`config.mk`:
```
export PLATFORM = sky130hd
export DESIGN_NAME = truth_table_sweeper_flat
export DESIGN_NICKNAME = d
export VERILOG_FILES = /design/src/rtl/truth_table_sweeper_if.sv /design/src/rtl/truth_table_sweeper.sv /design/src/flat_wrapper.sv
export SDC_FILE = /design/constraint.sdc
export NUM_CORES = 1
export LEC_CHECK = 0
export BUFFER_PORTS_ARGS = -buffer_cell sky130_fd_sc_hd__buf_2
export CELL_PAD_IN_SITES_DETAIL_PLACEMENT = 1
export CELL_PAD_IN_SITES_GLOBAL_PLACEMENT = 1
export CORE_ASPECT_RATIO = 2
export CORE_MARGIN = 2
export CORE_UTILIZATION = 30
export DETAILED_ROUTE_END_ITERATION = 6
export PLACE_DENSITY_LB_ADDON = 0.2
export SYNTH_ARGS = -nofsm -noshare
export SYNTH_HDL_FRONTEND = slang
export SYNTH_SLANG_ARGS = --single-unit
export TNS_END_PERCENT = 1
```
`constraint.sdc`:
```
create_clock -name clk -period 2.3 [get_ports clk]
set_input_delay 0.23 -clock clk [delete_from_list [all_inputs] [get_ports clk]]
set_output_delay 0.23 -clock clk [all_outputs]
set_load 0.01 [all_outputs]
```
`src/rtl/truth_table_sweeper_if.sv`:
```
// Stimulus/capture bundle between the sweeper, its controller and the expression block.
// The slave side is the sweeper; the master side drives start/abort and returns Y.
interface truth_table_sweeper_if;
   logic        start;
   logic        abort;
   logic        y_in;
   logic        a_out;
   logic        b_out;
   logic        c_out;
   logic        d_out;
   logic        busy;
   logic        done;
   logic        pass;
   logic [15:0] captured;
   logic [4:0]  fail_count;
   logic [3:0]  first_fail_idx;
   logic        fail_valid;

   modport master (
      output start, abort, y_in,
      input  a_out, b_out, c_out, d_out, busy, done, pass,
             captured, fail_count, first_fail_idx, fail_valid
   );

   modport slave (
      input  start, abort, y_in,
      output a_out, b_out, c_out, d_out, busy, done, pass,
             captured, fail_count, first_fail_idx, fail_valid
   );
endinterface

```
`src/rtl/truth_table_sweeper.sv`:
```
// Walks all 16 {A,B,C,D} input combinations, samples Y after a settle delay and
// compares the captured truth table against EXPECTED.
module truth_table_sweeper #(
   parameter int unsigned SETTLE_CYCLES = 1,
   parameter logic [15:0] EXPECTED      = 16'h4EF4
) (
   input logic                  clk,
   input logic                  rst_n,
   truth_table_sweeper_if.slave bus
);

   if (SETTLE_CYCLES > 15) begin : g_settle_range
      $error("SETTLE_CYCLES must be in 0..15");
   end

   typedef enum logic [1:0] {IDLE, WAIT, SAMPLE, DONE} state_t;

   // With no settle time a vector goes straight to SAMPLE and WAIT is never used.
   localparam state_t     VEC_START   = (SETTLE_CYCLES == 0) ? SAMPLE : WAIT;
   localparam logic [3:0] SETTLE_LAST = 4'(SETTLE_CYCLES - 1);

   state_t      state;
   logic [3:0]  idx;
   logic [3:0]  cnt;
   logic        busy;
   logic        done;
   logic        pass;
   logic [15:0] captured;
   logic [4:0]  fail_count;
   logic [3:0]  first_fail_idx;
   logic        fail_valid;
   logic        miss;

   always_comb begin
      miss = (bus.y_in != EXPECTED[idx]);
   end

   always_ff @(posedge clk) begin
      if (!rst_n) begin
         state          <= IDLE;
         idx            <= '0;
         cnt            <= '0;
         busy           <= 1'b0;
         done           <= 1'b0;
         pass           <= 1'b0;
         captured       <= '0;
         fail_count     <= '0;
         first_fail_idx <= '0;
         fail_valid     <= 1'b0;
      end else begin
         done <= 1'b0;
         case (state)
            IDLE, DONE: begin
               // abort alongside start blocks the start
               if (bus.start && !bus.abort) begin
                  state          <= VEC_START;
                  idx            <= '0;
                  cnt            <= '0;
                  busy           <= 1'b1;
                  pass           <= 1'b0;
                  captured       <= '0;
                  fail_count     <= '0;
                  first_fail_idx <= '0;
                  fail_valid     <= 1'b0;
               end else begin
                  state <= IDLE;
               end
            end
            WAIT: begin
               if (bus.abort) begin
                  state <= IDLE;
                  busy  <= 1'b0;
               end else if (cnt == SETTLE_LAST) begin
                  state <= SAMPLE;
               end else begin
                  cnt <= cnt + 4'd1;
               end
            end
            SAMPLE: begin
               if (bus.abort) begin
                  state <= IDLE;
                  busy  <= 1'b0;
               end else begin
                  captured[idx] <= bus.y_in;
                  if (miss) begin
                     fail_count <= fail_count + 5'd1;
                     if (!fail_valid) begin
                        first_fail_idx <= idx;
                        fail_valid     <= 1'b1;
                     end
                  end
                  if (idx == 4'd15) begin
                     state <= DONE;
                     busy  <= 1'b0;
                     done  <= 1'b1;
                     pass  <= (fail_count == 5'd0) && !miss;
                  end else begin
                     state <= VEC_START;
                     idx   <= idx + 4'd1;
                     cnt   <= '0;
                  end
               end
            end
            default: state <= IDLE;
         endcase
      end
   end

   assign bus.a_out          = idx[3];
   assign bus.b_out          = idx[2];
   assign bus.c_out          = idx[1];
   assign bus.d_out          = idx[0];
   assign bus.busy           = busy;
   assign bus.done           = done;
   assign bus.pass           = pass;
   assign bus.captured       = captured;
   assign bus.fail_count     = fail_count;
   assign bus.first_fail_idx = first_fail_idx;
   assign bus.fail_valid     = fail_valid;

endmodule

```
`src/flat_wrapper.sv`:
```
// flat-port wrapper written by rule: the top's interface ports become plain ports
module truth_table_sweeper_flat 
#(
   parameter int unsigned SETTLE_CYCLES = 1,
   parameter logic [15:0] EXPECTED      = 16'h4EF4
)
  (clk, rst_n, bus_start, bus_abort, bus_y_in, bus_a_out, bus_b_out, bus_c_out, bus_d_out, bus_busy, bus_done, bus_pass, bus_captured, bus_fail_count, bus_first_fail_idx, bus_fail_valid);
  truth_table_sweeper_if bus_i ();
  input logic clk;
  input logic rst_n;
  input wire logic [$bits(bus_i.start)-1:0] bus_start;
  input wire logic [$bits(bus_i.abort)-1:0] bus_abort;
  input wire logic [$bits(bus_i.y_in)-1:0] bus_y_in;
  output wire logic [$bits(bus_i.a_out)-1:0] bus_a_out;
  output wire logic [$bits(bus_i.b_out)-1:0] bus_b_out;
  output wire logic [$bits(bus_i.c_out)-1:0] bus_c_out;
  output wire logic [$bits(bus_i.d_out)-1:0] bus_d_out;
  output wire logic [$bits(bus_i.busy)-1:0] bus_busy;
  output wire logic [$bits(bus_i.done)-1:0] bus_done;
  output wire logic [$bits(bus_i.pass)-1:0] bus_pass;
  output wire logic [$bits(bus_i.captured)-1:0] bus_captured;
  output wire logic [$bits(bus_i.fail_count)-1:0] bus_fail_count;
  output wire logic [$bits(bus_i.first_fail_idx)-1:0] bus_first_fail_idx;
  output wire logic [$bits(bus_i.fail_valid)-1:0] bus_fail_valid;
  assign bus_i.start = bus_start;
  assign bus_i.abort = bus_abort;
  assign bus_i.y_in = bus_y_in;
  assign bus_a_out = bus_i.a_out;
  assign bus_b_out = bus_i.b_out;
  assign bus_c_out = bus_i.c_out;
  assign bus_d_out = bus_i.d_out;
  assign bus_busy = bus_i.busy;
  assign bus_done = bus_i.done;
  assign bus_pass = bus_i.pass;
  assign bus_captured = bus_i.captured;
  assign bus_fail_count = bus_i.fail_count;
  assign bus_first_fail_idx = bus_i.first_fail_idx;
  assign bus_fail_valid = bus_i.fail_valid;
  truth_table_sweeper #(.SETTLE_CYCLES(SETTLE_CYCLES), .EXPECTED(EXPECTED)) u_core (.clk(clk), .rst_n(rst_n), .bus(bus_i));
endmodule
```
==> reports/results.ini <==
[detailed_routing]
ant_nets=0
via_per_inst=5.15
drt_iter0_drc=88
drt_pass1_iterations=4
drc=0
num_vias=1984
wl_per_cell_um=17.0
wirelength_mm=6.56

[critical_path]
cp.required_ns=2.46
r2r_start=u_core.idx[0]
reg2regPathDepth=6
crit_start=u_core.idx[0]
r2r_slack_ns=0.20
end_kind=register
start_kind=register
worstPathMaxFanout=10
cp.arrival_ns=2.26
critical_path_class=register to register

[sta]
rsz0062_at_grt=false
setup_violations=0
slew_violations=0
period_share=0.914
tightest_slew_ns=0.505
slew_headroom=0.663
fin_tns_setup_ns=0
period_needed_ns=2.10
final-hold-violation-count=0
finClkSkew_ns=0.00431
fmax_ghz=0.476
hold_slack_ns=0.280

[final_layout]
mostFrequentLayoutCells=40 x dfxtp_1, 37 x buf_2, 25 x o21ai_1
nets=307
final_common_cell=dfxtp_1
drive_gt1_frac=0.239
num-fill-cells=887
final_cells=385
antenna_cells=0
syn_to_final_growth_pct=19.1
fin_util=0.365

[die]
rows=44
core_area_um2=7210
die_x_um=64.7
start_util=0.307
fp.dieH_um=125
die-area_um2=8120
io_pins=38

[worst_hold_path]
hold_class=primary input to register

[placement]
gp_congestion=0.813
place_hpwl_mm=4.97
place.port_buffers=37
dp_cells=377

[global_route]
grt-ovfl-total=0
first_global_vias=2175
use_met2=0.330
use_met3=0.0270
antenna_found_initial=0
gr-usage-all-layers=0.172
grt_pass1_wl_mm=10.9
grt_max_degree=24
grt_util_met1=0.173
top_usage_layer=met2

[job]
cap_violations=0

[synth]
yosysSeqAreaShare=0.362
synth_nets=272
ys_ff_latch=40
synth_edf_count=0
ys_warn_count=0
netlist_instances=257
ys_types=55
ys.flop_type=dfxtp_1
netlist_area_um2=2210
synth_async_sr_flop_share=0
synth_area_per_cell_um2=8.61

[power]
p_leak_nw=1.10
vdd_ir_drop_max_mv=0.358
p_total_mw=1.59
p_per_area_nw_per_um2=603

[cts]
root_buffer=clkbuf_16
clkLatencyLatePin_ns=0.29
cts_max_level=2
ctsResizeCount=0
clock_sinks=40
clockBufferDepth=2
tritoncts=done
cts.clk_slew.worst_paths_ns=0.06
numCtsBuffers=5
postCtsSetupBuffers=0
cts_hold_buf=0

[run_status]
status=finished, final reports clean

[power by group]
part | total, mW | internal, mW | switching (mW) | leakage, nW
sequential | 0.696 | 0.695 | 0.00130 | 0.322
clock | 0.809 | 0.510 | 0.299 | 0.0798
combinational | 0.0831 | 0.0286 | 0.0544 | 0.696
total | 1.59 | 1.23 | 0.355 | 1.10
[cells in the mapped netlist (all sizes together), types with 5 or more instances]
cell type	n	area share
a21oi	25	0.062
and3	5	0.016
ha	10	0.057
nand2	16	0.038
and2	19	0.054
buf	7	0.024
nand3	7	0.018
dfxtp	40	0.36
o21ai	33	0.075
nor2b	11	0.031
inv	15	0.025
clkbuf	6	0.010
nor2	10	0.017
[layer usage]
layer,vias up,part of all wire
met1,969,0.35
li1,972,-
met4,0,0.023
met3,9,0.024
met2,34,0.60
met5,-,0
[cell families after synthesis]
logic type | share of synthesized area
xor+xnor | 0.00735
compound gates | 0.257
mux | 0.0220
simple gates | 0.236
buf+inv | 0.0599
fa+ha+maj | 0.0565
flops | 0.362
[worst min path at each step]
stage          slack [ns]  depth (start not counted)                      from                  endpoint
2_1_floorplan        0.38                          2                     rst_n             u_core.idx[1]
3_3_place_gp         0.47                          1  u_core.bus.fail_count[4]  u_core.bus.fail_count[4]
3_5_place_dp         0.47                          1  u_core.bus.fail_count[4]  u_core.bus.fail_count[4]
4_1_cts              0.28                          3                 bus_start           u_core.bus.busy
5_1_grt              0.30                          3                 bus_start           u_core.bus.busy
6_report             0.28                          3                 bus_start           u_core.bus.busy
[flip-flops by register name, summed over array words and instances (netlist names), named ones only]
name                       cells
u_core.bus.done                1
u_core.bus.fail_valid          1
u_core.bus.pass                1
u_core.bus.fail_count          5
u_core.bus.first_fail_idx      4
u_core.state                   2
u_core.idx                     4
u_core.cnt                     4
u_core.bus.captured           16
u_core.bus.busy                1
[final cells by class]
class,count,area [um2],area share
Inverter,15,56.3,0.0214
Sequential cell,40,801,0.304
Clock buffer,5,125,0.0475
Clock inverter,3,42.5,0.0161
Multi-Input combinational cell,189,1280,0.486
Timing Repair Buffer,41,215,0.0817
Tap cell,92,115,0.0437
[worst max-delay path: stages, from the launching register on]
cell      delay [ns]
dfxtp_1         0.61
ha_1            0.47
nand3b_1        0.14
a211oi_1        0.47
nor3b_2         0.10
nand2b_1        0.10
o211ai_1        0.09
[metrics by stage]
| stage | cell area, um2 | setup WS, ns |
|---|---|---|
| after global routing | 2640 | 0.0312 |
| after floorplan | 2210 | 0.577 |
| after detailed placement | 2470 | 0.197 |
| after CTS | 2640 | 0.197 |
| after global placement | 2470 | 0.232 |
| final | 2640 | 0.198 |
Note: power is estimated with default switching activity, not from simulation.
